==> src/rtl/cpu_pkg.sv <==
// Shared definitions for the pipeline stall/flush sequencer: miss-handshake
// states, the IF/ID bubble encoding and architectural constants.
package cpu_pkg;

  typedef enum logic [1:0] {
    ST_IDLE      = 2'd0,
    ST_MISS_WAIT = 2'd1,
    ST_MISS_DONE = 2'd2
  } stall_state_e;

  localparam logic [31:0] NOP_INST = 32'hFC00_0000;
  localparam logic [4:0]  REG_ZERO = 5'd0;
  localparam int          TIMER_W  = 8;

endpackage

==> src/rtl/pipe_stall_ctrl_sat_counter.sv <==
// Saturating up-counter with synchronous active-low clear; sticks at all-ones.
module sat_counter #(
  parameter int CNT_W = 32
) (
  input  logic             clk_i,
  input  logic             clr_ni,
  input  logic             inc_i,
  output logic [CNT_W-1:0] cnt_o
);

  logic [CNT_W-1:0] cnt_q;
  logic [CNT_W-1:0] cnt_d;

  always_comb begin
    cnt_d = cnt_q;
    if (inc_i && (cnt_q != '1)) begin
      cnt_d = cnt_q + 1'b1;
    end
  end

  always_ff @(posedge clk_i) begin
    if (!clr_ni) begin
      cnt_q <= '0;
    end else begin
      cnt_q <= cnt_d;
    end
  end

  assign cnt_o = cnt_q;

endmodule

==> src/rtl/pipe_stall_ctrl.sv <==
// Central stall/flush sequencer for the 5-stage pipeline: merges dcache miss
// stalls, load-use hazards and ID-stage redirects into one prioritised control set.
module pipe_stall_ctrl
  import cpu_pkg::*;
#(
  parameter int MISS_TIMEOUT = 255,
  parameter int CNT_W        = 32
) (
  input  logic             clk_i,
  input  logic             rst_i,
  input  logic             idex_memread_i,
  input  logic [4:0]       idex_rt_i,
  input  logic [4:0]       ifid_rs_i,
  input  logic [4:0]       ifid_rt_i,
  input  logic             redirect_i,
  input  logic             dc_miss_i,
  input  logic             dc_ack_i,
  output logic             pc_write_o,
  output logic             ifid_hold_o,
  output logic             ifid_flush_o,
  output logic             idex_bubble_o,
  output logic             mem_stall_o,
  output logic             miss_timeout_o,
  output logic [CNT_W-1:0] stall_cnt_o,
  output logic [CNT_W-1:0] flush_cnt_o
);

  localparam logic [TIMER_W-1:0] TIMEOUT_VAL = TIMER_W'(MISS_TIMEOUT);

  stall_state_e       state_q, state_d;
  logic [TIMER_W-1:0] timer_q, timer_d;
  logic               pend_q, pend_d;
  logic               timeout_q, timeout_d;
  logic               hz;
  logic               stall_raw;

  // Raw conditions; the outputs below gate them with reset and priority.
  always_comb begin
    hz = idex_memread_i && (idex_rt_i != REG_ZERO) &&
         ((idex_rt_i == ifid_rs_i) || (idex_rt_i == ifid_rt_i));
    stall_raw = ((state_q == ST_IDLE) && dc_miss_i) || (state_q == ST_MISS_WAIT);
  end

  always_comb begin
    pc_write_o    = 1'b1;
    ifid_hold_o   = 1'b0;
    ifid_flush_o  = 1'b0;
    idex_bubble_o = 1'b0;
    mem_stall_o   = 1'b0;
    if (rst_i) begin
      if (stall_raw) begin
        mem_stall_o = 1'b1;
        pc_write_o  = 1'b0;
      end else if (hz) begin
        ifid_hold_o   = 1'b1;
        idex_bubble_o = 1'b1;
        pc_write_o    = 1'b0;
      end else if (redirect_i || pend_q) begin
        ifid_flush_o = 1'b1;
      end
    end
  end

  always_comb begin
    state_d   = state_q;
    timer_d   = timer_q;
    timeout_d = timeout_q;
    pend_d    = pend_q;
    case (state_q)
      ST_IDLE: begin
        if (dc_miss_i) state_d = ST_MISS_WAIT;
      end
      ST_MISS_WAIT: begin
        if (dc_ack_i) begin
          state_d = ST_MISS_DONE;
          timer_d = '0;
        end else if (timer_q == TIMEOUT_VAL) begin
          // No self-recovery: keep waiting for the ack, flag stays sticky.
          timeout_d = 1'b1;
        end else begin
          timer_d = timer_q + 1'b1;
        end
      end
      ST_MISS_DONE: begin
        state_d = ST_IDLE;
      end
      default: begin
        state_d = ST_IDLE;
        timer_d = '0;
      end
    endcase
    if (mem_stall_o && redirect_i) begin
      pend_d = 1'b1;
    end else if (ifid_flush_o) begin
      pend_d = 1'b0;
    end
  end

  always_ff @(posedge clk_i) begin
    if (!rst_i) begin
      state_q   <= ST_IDLE;
      timer_q   <= '0;
      pend_q    <= 1'b0;
      timeout_q <= 1'b0;
    end else begin
      state_q   <= state_d;
      timer_q   <= timer_d;
      pend_q    <= pend_d;
      timeout_q <= timeout_d;
    end
  end

  assign miss_timeout_o = timeout_q;

  sat_counter #(.CNT_W(CNT_W)) u_stall_cnt (
    .clk_i  (clk_i),
    .clr_ni (rst_i),
    .inc_i  (mem_stall_o || ifid_hold_o),
    .cnt_o  (stall_cnt_o)
  );

  sat_counter #(.CNT_W(CNT_W)) u_flush_cnt (
    .clk_i  (clk_i),
    .clr_ni (rst_i),
    .inc_i  (ifid_flush_o),
    .cnt_o  (flush_cnt_o)
  );

endmodule
==> config.mk <==
export PLATFORM = sky130hd
export DESIGN_NAME = pipe_stall_ctrl
export DESIGN_NICKNAME = d
export VERILOG_FILES = /design/src/rtl/cpu_pkg.sv /design/src/rtl/pipe_stall_ctrl_sat_counter.sv /design/src/rtl/pipe_stall_ctrl.sv
export SDC_FILE = /design/constraint.sdc
export NUM_CORES = 1
export LEC_CHECK = 0
export ABC_AREA = 1
export BUFFER_PORTS_ARGS = -buffer_cell sky130_fd_sc_hd__buf_2
export CORE_MARGIN = 2
export CORE_UTILIZATION = 55
export CTS_CLUSTER_SIZE = 8
export DETAILED_ROUTE_END_ITERATION = 12
export GPL_TIMING_DRIVEN = 0
export PLACE_DENSITY = 0.79
export SKIP_LAST_GASP = 1
export SYNTH_ARGS = -nofsm -noshare
export SYNTH_HDL_FRONTEND = slang
export SYNTH_SLANG_ARGS = --single-unit
==> constraint.sdc <==
create_clock -name clk_i -period 2.3 [get_ports clk_i]
set_input_delay 0.46 -clock clk_i [delete_from_list [all_inputs] [get_ports clk_i]]
set_output_delay 0.46 -clock clk_i [all_outputs]
set_load 0.02 [all_outputs]
[Word level (Yosys, flattened, before mapping)]
Index checks and enable logic that the tools add are counted.
Cells by class
  reductions and logical operators: 17
  add/subtract/negate cells: 3
  mux-type cells: 20
  bitwise logic cells: 2
  eq/ne operators: 10
Operators with widths (count)
  adder 32 x 1 -> 32 bit (second input constant): 2
  inequality test 32 bit (second input constant): 2
  two-way mux 8 bit: 2
  case mux 8 bit (2 select lines): 1
  two-way mux 1 bit: 14
  equality test 5 bit: 2
  adder 8 x 1 -> 8 bit (second input constant): 1
  equality test 8 bit (second input constant): 1
  logical AND 1 bit: 6
  nonzero test 5 bit: 1
  logical OR 1 bit: 4
  two-way mux 2 bit: 2
  inequality test 2 bit (second input constant): 2
  case mux 2 bit (2 select lines): 1
  AND reduction 2 bit: 2
  inequality test 3 bit (second input constant): 1
  AND reduction 3 bit: 1
  equality test 2 x 1 -> 1 bit (second input constant): 1
  equality test 2 bit (second input constant): 1
  zero test 2 bit: 1
  NOT 1 bit: 2
  nonzero test 2 bit: 1
  OR reduction 2 bit: 1
Storage, ports and cells
  register bits: 76
  logic and storage cells: 58

[Depth between registers and ports, before layout]
Gate-level depths: netlist of run 1.
  word-level depth: 8
  mapped depth: 13
  depth with buffers taken out: 12

[Modules after synthesis]
A second synthesis of run 1 with hierarchy kept.
Second synthesis, totals
  cell total of the unflattened synthesis: 799
  area total of the unflattened synthesis: 4687.0 µm²
By module, submodules not included
  sat_counter: cells each 324, times used 2, area an instance 1911.8 µm², seq. area each 640.6 µm²
  pipe_stall_ctrl: cells each 151, times used 1, area an instance 863.3 µm², seq. area each 240.2 µm²

[Least setup slack after synthesis of run 1]
No wires, ideal clock.
  kind: input port to output port
  start: input idex_rt_i[2]
  end: output ifid_hold_o
  slack: 0.107 ns
  data arrival time: 1.733 ns
  data required time: 1.840 ns
  stages on the path: 9
  path through: inv_1 nand2_1 nand2_1 nor2_1 nand3_1 nand2_1 nand2_1 nor3_1 buf_4
Between the ends
  cells in the longest elaborated chain, start to end: 6
Ends and longest elaborated chain
  start, declared: RTL line pipe_stall_ctrl.sv:12  | input logic [4:0] idex_rt_i,
  equality test 5 bit or nonzero test 5 bit (tied branches): RTL line pipe_stall_ctrl.sv:40, pipe_stall_ctrl.sv:39
  logical OR 1 bit or logical AND 1 bit (tied branches): RTL line pipe_stall_ctrl.sv:40, pipe_stall_ctrl.sv:39
  logical AND 1 bit *: RTL line pipe_stall_ctrl.sv:39  | hz = idex_memread_i && (idex_rt_i != REG_ZERO) &&
  two-way mux 1 bit * (3 in a row)
  end, declared: RTL line pipe_stall_ctrl.sv:19  | output logic ifid_hold_o,
Mark *: on every way between the ends. The rest lies on a longest branch, timed or not.

[Final worst setup path of run 1]
  start: register state_q[0]
  end: output pc_write_o
Between the ends
  cells in the longest elaborated chain, start to end: 5
Ends and longest elaborated chain
  start, declared: RTL line pipe_stall_ctrl.sv:30  | stall_state_e state_q, state_d;
  start signal, assigned: RTL line pipe_stall_ctrl.sv:106  | state_q <= state_d;
  zero test 2 bit: RTL line pipe_stall_ctrl.sv:41  | stall_raw = ((state_q == ST_IDLE) && dc_miss_i) || (state_q == ST_MISS_WAIT);
  logical AND 1 bit: RTL line pipe_stall_ctrl.sv:41
  logical OR 1 bit *: RTL line pipe_stall_ctrl.sv:41
  two-way mux 1 bit *: RTL line pipe_stall_ctrl.sv:51  | if (stall_raw) begin
  two-way mux 1 bit *: RTL line pipe_stall_ctrl.sv:50  | if (rst_i) begin
  end, declared: RTL line pipe_stall_ctrl.sv:18  | output logic pc_write_o,
Marked as above.

==> results.cfg, run 1 <==
[routing]
drt_wl_total_um = 15180
drt_pre_antenna_iters = 5
via_count = 5696
drt_iter0_drc = 303
final_antenna_net_count = 0
wl_per_cell_um = 14.67
drcViolationCount = 0
avgViaCountPerCell = 5.503

[logic_synthesis]
syn_inst = 822
synth_cell_types = 37
synth_xor_xnor_area_share_pct = 5.090
synth_compound_area_share_pct = 7.247
muxShareOfSynthArea_pct = 0
yosys-top-cells-area = dfxtp_1 30%, nand2_1 21%, nor2_1 11%, nand3_1 5.5%, a21oi_1 5.4%
ys_ff_latch = 76
synth_top_family_by_area = simple AND/OR/NAND/NOR gates
async_flop_share_pct = 0
synth_most_common_cell = nand2_1
synth_top_cells_by_count = 281 x nand2_1, 140 x nor2_1, 76 x dfxtp_1, 60 x inv_1, 55 x nand3_1
synth_nets = 846
yosys.area_share.simple_pct = 48.57
ys.flop_type = dfxtp_1
netlist_area_um2 = 4990
avgSynthCellArea_um2 = 6.070
synth_warnings = 0
synth_edf_count = 0
synth_top_area_share_pct = 30.49
post-synth-top-area-cell = dfxtp_1
yosysSeqAreaShare_pct = 30.49
synthAdderAreaFrac_pct = 0.7523

[setup_path]
end_kind = output port
crit_slowest_cell = dfxtp_1
startpoint_type = flop
timing_worst_setup_path_type = flop to output port
critPathTopFamily = simple AND/OR/NAND/NOR gates
crit_top_cell = inv_1
slowest_delay_ns = 0.38
critPathMaxFanout = 17
worst_ep_arrival_time_ns = 1.77
path_buf_inv = 4
required_ns = 1.84
crit_path_cell_trace = nand2_1, nand2_1, inv_1, nor2_1, inv_1, nand2_4, inv_1, buf_2

[cells_and_area]
multi_input_area_um2 = 3097
final_area_um2 = 5804
fillCellCount = 875
drive_gt1_share_pct = 15.43
final_nets = 946
num_antenna_cells = 0
area_growth_pct = 16.32
seq_area_um2 = 1523

[die]
start_util_pct = 56.94
die_h_um = 99.25
fp-row-count = 34
ioPinCount = 91
coreArea_um2 = 8763
die_x_um = 99.25
die_area_um2 = 9851

[timing]
setup_viol = 0
fin_tns_setup_ns = 0
hold_viol_final = 0
slew_viol_final = 0
worstMarginPinSlew_ns = 0.6264
rsz0062_at_grt = yes
fmax_ghz = 0.4481
min_period_ns = 2.232
finalCritPeriodShare_pct = 97.02
skew_ns = 0.01361
relSlewSlack_pct = 58.24

[global_route]
grt_max_degree = 18
grt_pass1_wl_um = 24850
grt_pass1_vias = 5325
antenna_found_initial = 0
grt_overflow = 0
grtUsageTotal_pct = 31.07

[clock_network]
h-tree-depth = 3
cts_root_buffer = clkbuf_8
clockBufferDepth = 2
cts_made_buffers = 9
cts_setup_buffers = 0
cts_tree = done
cts_sinks = 76
clkTransAtPathRegs_ns = 0.08
postCtsHoldBufs = 0
clkLatencyLatePin_ns = 0.36

[placed_design]
gp_congestion = 0.9711
dpl_cell_area_um2 = 5575
io_buffers = 90
dp_hpwl_um = 11830

[power]
vdd_drop_max_uv = 310.7
leakagePower_nw = 2.371
powerDensity_nw_per_um2 = 473.8

[worst_hold_path]
min_path_type = input port to flop

[run_status]
outcome = finished clean

[run]
maxCapViolCount = 0
==> layout by cell type (no fill, tap or decap), drive strengths merged, types with 20 or more instances in the layout <==
cell    Yosys  layout
a21oi      55      55
clkbuf     10      20
xor2       22      22
dfxtp      76      76
nor2      146     146
nand4      30      30
buf        14     103
nand2     283     283
inv        65      67
nand3      57      57
nor3       21      21
==> cell families (layout without fill, tap and decap cells) <==
logic type / after synthesis / count (layout)
simple gates: 557 / 557
buf+inv: 89 / 194
flops: 76 / 76
compound gates: 68 / 68
xor+xnor: 29 / 29
fa+ha+maj: 3 / 3
==> cell type report <==
cell class              instances  share of cell area, %
flip-flops and latches         76                  26.23
plain buffers                  23                  2.544
multi-input cells             657                  53.35
inverters                      65                  4.203
well taps                     108                  2.328
clock inverters                 6                  1.207
clock buffers                  10                  2.371
repair buffers                 90                  7.760
==> flip-flops by register name (all words and copies together) (netlist names) <==
name / flops
u_flush_cnt.cnt_o: 32
u_stall_cnt.cnt_o: 32
timer_q: 8
state_q: 2
miss_timeout_o: 1
pend_q: 1
==> worst paths after layout <==
path | startpoint | depth (start not counted) | end | slack (ns)
hold / removal | redirect_i | 2 | pend_q$_SDFFE_PN0P_ | 0.35
hold reg to reg | miss_timeout_o$_SDFFE_PN0P_ | 2 | miss_timeout_o$_SDFFE_PN0P_ | 0.45
setup reg to reg | u_flush_cnt.cnt_o[0]$_SDFFE_PN0P_ | 9 | u_flush_cnt.cnt_o[17]$_SDFFE_PN0P_ | 0.11
setup / recovery | state_q[0]$_SDFFE_PN0P_ | 8 | pc_write_o | 0.07
==> power by group <==
part,internal [mW],switching (mW)
clock network,0.539,0.562
registers,1.33,0.0220
logic,0.0915,0.205
==> what timing repair did <==
| item | in CTS | in global routing |
|---|---|---|
| cloned | 0 | 0 |
| resized for setup | 1 | 6 |
| setup endpoints to repair | 8 | 24 |
==> worst register-to-register path, cell delays in order, from the launching register on <==
cell and delay, ns:
dfxtp_1 0.48, ha_1 0.31, inv_2 0.09, nor2_4 0.21
nand3_2 0.13, nor2_4 0.16, nand4_4 0.16, clkbuf_2 0.29
nand4_1 0.17, a21oi_1 0.07
==> routing by layer <==
metal | track usage, % | share of wire, % | vias up
met2 | 54.16 | 48 | 222
li1 | - | - | 2844
met3 | 5.271 | 6.5 | 54
met4 | 16.33 | 4.5 | 0
met5 | 0 | 0 | -
met1 | 36.47 | 41 | 2576
==> stage by stage <==
step / utilization, % / worst slack [ns] / power (mW) / instances / hold WS [ns]
2_1_floorplan: - / 0.1066 / 1.569 / 822 / 0.4219
3_3_place_gp: 63.62 / 0.08212 / 1.660 / 1020 / 0.4381
3_5_place_dp: 63.62 / 0.01224 / 1.671 / 1020 / 0.4387
4_1_cts: 65.95 / 0.01655 / 2.761 / 1035 / 0.3364
5_1_grt: 66.23 / -0.04405 / 2.850 / 1035 / 0.3448
6_report: 66.23 / 0.06846 / 2.750 / 1035 / 0.3462
(Power assumes the default switching activity.)
==> inputs of run 2 (changes only) <==
--- a/config.mk
+++ b/config.mk
@@ -5,14 +5,13 @@
 export SDC_FILE = /design/constraint.sdc
 export NUM_CORES = 1
 export LEC_CHECK = 0
-export ABC_AREA = 1
 export BUFFER_PORTS_ARGS = -buffer_cell sky130_fd_sc_hd__buf_2
 export CORE_MARGIN = 2
-export CORE_UTILIZATION = 55
+export CORE_UTILIZATION = 54
 export CTS_CLUSTER_SIZE = 8
 export DETAILED_ROUTE_END_ITERATION = 12
 export GPL_TIMING_DRIVEN = 0
-export PLACE_DENSITY = 0.79
+export PLACE_DENSITY = 0.8
 export SKIP_LAST_GASP = 1
 export SYNTH_ARGS = -nofsm -noshare
 export SYNTH_HDL_FRONTEND = slang
==> results.cfg, run 2 <==
[run_status]
outcome = finished clean

[timing]
slew_viol_final = 0
hold_viol_final = 0
min_period_ns = 2.294
fmax_ghz = 0.4359
setup_viol = 0
worstMarginPinSlew_ns = 0.5731
finalCritPeriodShare_pct = 99.74
fin_ws_ns = 0.006058
relSlewSlack_pct = 61.79
rsz0062_at_grt = yes
skew_ns = 0.007199

[logic_synthesis]
yosys-top-cells-area = dfxtp_1 37%, a21oi_1 6.0%, nand2_1 4.2%, or4_1 4.2%, o31ai_1 4.0%
synth_edf_count = 0
synth_warnings = 0
synth_cell_types = 58
ys_ff_latch = 76
synth_most_common_cell = dfxtp_1
async_flop_share_pct = 0
ys.flop_type = dfxtp_1
synth_nets = 520
yosysSeqAreaShare_pct = 37.21
synth_top_area_share_pct = 37.21
syn_inst = 496
netlist_area_um2 = 4089
post-synth-top-area-cell = dfxtp_1
synth_top_cells_by_count = 76 x dfxtp_1, 49 x a21oi_1, 46 x nand2_1, 32 x nand3_1, 30 x nor2_1
avgSynthCellArea_um2 = 8.244

[setup_path]
r2r_cells = 7
crit_top_cell = buf_6
crit_end = ifid_flush_o
critPathLaunch = idex_rt_i[4]
slowest_delay_ns = 0.55
rr_endpoint = u_flush_cnt.cnt_o[22]$_SDFFE_PN0P_
required_ns = 1.84
crit_path_cell_trace = buf_8, or4_4, o21a_1, a21o_1, buf_6, clkinv_4, buf_6
critPathMaxFanout = 7
end_kind = output port
r2r_slack_ns = 0.12
timing_worst_setup_path_type = input port to output port
worst_ep_arrival_time_ns = 1.83
r2r-start = u_flush_cnt.cnt_o[0]$_SDFFE_PN0P_
startpoint_type = input port
crit_slowest_cell = or4_4

[power]
switching_share_pct = 25.89
p_int_mw = 1.871
clkPwrFrac_pct = 36.6
combPwrFrac_pct = 10.4
leakagePower_nw = 1.883
vdd_drop_max_uv = 312.9
seq_power_share_pct = 53.0
p_switching_uw = 653.4
powerDensity_nw_per_um2 = 492.4
power_mw = 2.524

[clock_network]
clkLatencyLatePin_ns = 0.35
h-tree-depth = 3
cts_sinks = 76
clockBufferDepth = 2
cts_made_buffers = 9
cts_root_buffer = clkbuf_8
cts_tree = done
clkTransAtPathRegs_ns = 0.07

[cells_and_area]
final_area_um2 = 5126
final_nets = 632
num_antenna_cells = 0
final_common_cell = buf_2
seq_area_um2 = 1536
final_cell_mix = 92 x buf_2, 64 x dfxtp_1, 49 x a21oi_1, 45 x nand2_1
drive_gt1_share_pct = 28.76
fin_cells = 711
area_growth_pct = 25.37
multi_input_area_um2 = 2539
fillCellCount = 645
fin_util_pct = 70.30

[global_route]
antenna_found_initial = 0
grt_max_degree = 12
grt_overflow = 0
grt_pass1_vias = 3886
grtUsageTotal_pct = 26.69
grt_pass1_wl_um = 18220

[placed_design]
dpl_cell_area_um2 = 4669
pre_cts_ws_ns = -0.4737
dpl.cell_count = 685
dp_hpwl_um = 7963
io_buffers = 90
gp_congestion = 0.8497

[routing]
drt_iter0_drc = 277
via_count = 4406
final_antenna_net_count = 0
drt_pre_antenna_iters = 5
drt_wl_total_um = 11570
wl_per_cell_um = 16.27
avgViaCountPerCell = 6.197
drcViolationCount = 0

[die]
die_area_um2 = 8284
ioPinCount = 91
die_h_um = 91.02
start_util_pct = 56.07
fp-row-count = 31
die_x_um = 91.02
coreArea_um2 = 7292

[worst_hold_path]
min_path_type = input port to flop

[run]
maxCapViolCount = 0
## run 2: cell count changes in the layout (fill, tap and decap cells not counted), sizes merged, moves of 23 or more
cell and change:
inv -56, or4 +23, nand2 -237, nand3 -25, nor2 -115
## run 2: repair_timing
action	in CTS	in global routing
setup endpoints to repair	19	42
hold buffers	0	0
pin swaps	3	13
buffers inserted	2	9
gates cloned	0	1
resized for setup	17	48
## run 2: worst max-delay path: cells and delay by family
kind	cells	cell delay, ns
compound gates	2	0.42
buf+inv	4	0.39
simple gates	1	0.55
## run 2: power groups by stage
| stage | Clock, mW | Combinational, mW | Sequential [mW] |
|---|---|---|---|
| after floorplan | 0 | 0.127 | 1.37 |
| after global placement | 0 | 0.207 | 1.37 |
| after detailed placement | 0 | 0.212 | 1.37 |
| after CTS | 0.934 | 0.222 | 1.34 |
| after global routing | 0.996 | 0.284 | 1.34 |
| final | 0.924 | 0.263 | 1.34 |
## run 2: final cells by class
class                   instances  area share [%]
flip-flops and latches         76           29.97
clock inverters                 2          0.1953
well taps                      99           2.416
multi-input cells             384           49.52
repair buffers                101           10.91
plain buffers                  24           2.905
clock buffers                  13           3.100
inverters                      12          0.9763
## run 2: worst min path at each step
stage	from	end	slack (ns)	cells past startpoint
floorplan	timer_q[7]$_SDFFE_PN0P_	timer_q[7]$_SDFFE_PN0P_	0.48	2
global placement	miss_timeout_o$_SDFFE_PN0P_	miss_timeout_o$_SDFFE_PN0P_	0.47	2
detailed placement	miss_timeout_o$_SDFFE_PN0P_	miss_timeout_o$_SDFFE_PN0P_	0.47	2
CTS	dc_ack_i	state_q[1]$_SDFFE_PN0P_	0.36	3
global route	dc_ack_i	state_q[1]$_SDFFE_PN0P_	0.36	3
finish	dc_ack_i	state_q[1]$_SDFFE_PN0P_	0.37	3
## run 2: cells by family after synthesis
group / share of synthesized area, %
compound gates: 20.07
xor+xnor: 3.856
fa+ha+maj: 0.9181
buf+inv: 4.498
flops: 37.21
mux: 2.203
simple gates: 31.24
## run 2: layer usage
layer / part of all wire (%) / track usage, % / vias up / routed length, um
li1: - / - / 2117 / -
met4: 1.0 / 10.61 / 0 / 119
met2: 49 / 43.27 / 171 / 5636
met3: 6.6 / 5.726 / 9 / 762
met1: 44 / 34.67 / 2109 / 5049
met5: 0 / 0 / - / 0
## run 2: metrics by stage
step	setup TNS [ns]	hold slack, ns
2_1_floorplan	0	0.4794
3_3_place_gp	-9.614	0.4658
3_5_place_dp	-11.01	0.4678
4_1_cts	-0.1852	0.3597
5_1_grt	-0.1137	0.3598
6_report	0	0.3688
==> inputs of run 3 (changes only) <==
--- a/config.mk
+++ b/config.mk
@@ -10,7 +10,7 @@
 export CORE_UTILIZATION = 54
 export CTS_CLUSTER_SIZE = 8
 export DETAILED_ROUTE_END_ITERATION = 12
-export GPL_TIMING_DRIVEN = 0
+export GPL_TIMING_DRIVEN = 1
 export PLACE_DENSITY = 0.8
 export SKIP_LAST_GASP = 1
 export SYNTH_ARGS = -nofsm -noshare
==> results.cfg, run 3 (synthesis gave the netlist of run 2 again) <==
[timing]
slew_viol_final = 0
min_period_ns = 2.309
hold_viol_final = 0
rsz0062_at_grt = yes
fin_ws_ns = -0.008959
relSlewSlack_pct = 64.08
worstMarginPinSlew_ns = 0.5369
finalCritPeriodShare_pct = 100.4
fmax_ghz = 0.4331
setup_viol = 1
skew_ns = 0.009612
fin_tns_setup_ns = -0.008959

[cells_and_area]
final_common_cell = buf_2
final_nets = 637
final_cell_mix = 88 x buf_2, 73 x dfxtp_1, 49 x a21oi_1, 46 x nand2_1, 40 x buf_4
fillCellCount = 600
num_antenna_cells = 0
multi_input_area_um2 = 2430
drive_gt1_share_pct = 27.23
seq_area_um2 = 1525
fin_cells = 716
area_growth_pct = 25.55

[power]
power_mw = 2.672
p_switching_uw = 643.9
clkPwrFrac_pct = 40.9
seq_power_share_pct = 50.2
combPwrFrac_pct = 9.0
vdd_drop_max_uv = 325.3
leakagePower_nw = 1.944
switching_share_pct = 24.10
powerDensity_nw_per_um2 = 520.4
p_int_mw = 2.028

[placed_design]
dpl.cell_count = 694
gp_congestion = 0.8548
dp_hpwl_um = 7307
io_buffers = 90

[setup_path]
end_kind = output port
timing_worst_setup_path_type = input port to output port
required_ns = 1.84
critPathMaxFanout = 6
crit_path_cell_trace = buf_2, or4_4, o21a_1, a21o_1, buf_12, inv_2, buf_6
worst_ep_arrival_time_ns = 1.85
slowest_delay_ns = 0.53
startpoint_type = input port
crit_slowest_cell = or4_4

[clock_network]
clockBufferDepth = 2
cts_made_buffers = 9
h-tree-depth = 3
postCtsHoldBufs = 0
clkTransAtPathRegs_ns = 0.07
clkLatencyLatePin_ns = 0.35
cts_sinks = 76
cts_tree = done
cts_root_buffer = clkbuf_8

[routing]
drt_iter0_drc = 264
via_count = 4302
drt_wl_total_um = 10720
wl_per_cell_um = 14.97
drt_pre_antenna_iters = 5
final_antenna_net_count = 0
drcViolationCount = 0
avgViaCountPerCell = 6.008

[die]
ioPinCount = 91
start_util_pct = 56.07
coreArea_um2 = 7292
fp-row-count = 31
die_h_um = 91.02
die_area_um2 = 8284
die_x_um = 91.02

[global_route]
grt_pass1_vias = 3634
grt_pass1_wl_um = 17070
antenna_found_initial = 0
grtUsageTotal_pct = 24.69
grt_max_degree = 44
grt_overflow = 0

[run_status]
violations = setup timing
outcome = finished with violations

[run]
maxCapViolCount = 0

[worst_hold_path]
min_path_type = input port to flop
## run 3: what timing repair did
| action | CTS | global route |
|---|---|---|
| endpoints found under the setup margin | 2 | 20 |
| pin swaps | 1 | 10 |
| setup buffers | 1 | 5 |
| gates resized for setup | 3 | 12 |
| gates cloned | 1 | 0 |
## run 3: per-stage QoR
| step | worst slack [ns] | area [um2] | util, % | hold slack (ns) |
|---|---|---|---|---|
| 2_1_floorplan | 0.01420 | 4095 | - | 0.4794 |
| 3_3_place_gp | -0.1038 | 4798 | 65.80 | 0.4514 |
| 3_5_place_dp | -0.1789 | 4798 | 65.80 | 0.4653 |
| 4_1_cts | -0.02629 | 5050 | 69.25 | 0.3500 |
| 5_1_grt | -0.04421 | 5134 | 70.40 | 0.3735 |
| 6_report | -0.008959 | 5134 | 70.40 | 0.3527 |
## run 3: per-layer routing
layer	GRT usage (%)	up-vias	wire, um	share of wire, %
met3	4.647	11	551	5.1
met1	33.07	2045	4822	45
met4	7.197	0	121	1.1
met2	40.62	128	5224	49
met5	0	-	0	0
li1	-	2118	-	-
## run 3: worst max-delay path, delay by kind of cell
| kind | cells | cell delay, ns |
|---|---|---|
| AND/OR/NAND/NOR | 1 | 0.53 |
| buffers and inverters | 4 | 0.41 |
| AO/OA/AOI/OAI | 2 | 0.44 |
## run 3: worst paths after layout
check                                          from  slack (ns)                                  to  cells past startpoint
setup / recovery                       idex_rt_i[1]      -0.009                        ifid_flush_o                      7
hold / removal                             dc_ack_i        0.35             state_q[1]$_SDFFE_PN0P_                      3
setup reg to reg  u_flush_cnt.cnt_o[5]$_SDFFE_PN0P_        0.08  u_flush_cnt.cnt_o[17]$_SDFFE_PN0P_                      6
hold reg to reg         miss_timeout_o$_SDFFE_PN0P_        0.48         miss_timeout_o$_SDFFE_PN0P_                      2
## run 3: area by class of cell
class | count | share of cell area (%)
well taps | 99 | 2.413
flip-flops and latches | 76 | 29.71
multi-input cells | 383 | 47.33
repair buffers | 131 | 15.67
clock inverters | 5 | 1.511
clock buffers | 10 | 2.486
inverters | 12 | 0.8774
## run 3: power groups by stage
stage / clock (mW) / sequential (mW) / combinational [mW]
after detailed placement: 0 / 1.37 / 0.215
after CTS: 1.10 / 1.34 / 0.229
after floorplan: 0 / 1.37 / 0.127
final: 1.09 / 1.34 / 0.240
after global placement: 0 / 1.37 / 0.209
after global routing: 1.16 / 1.34 / 0.260
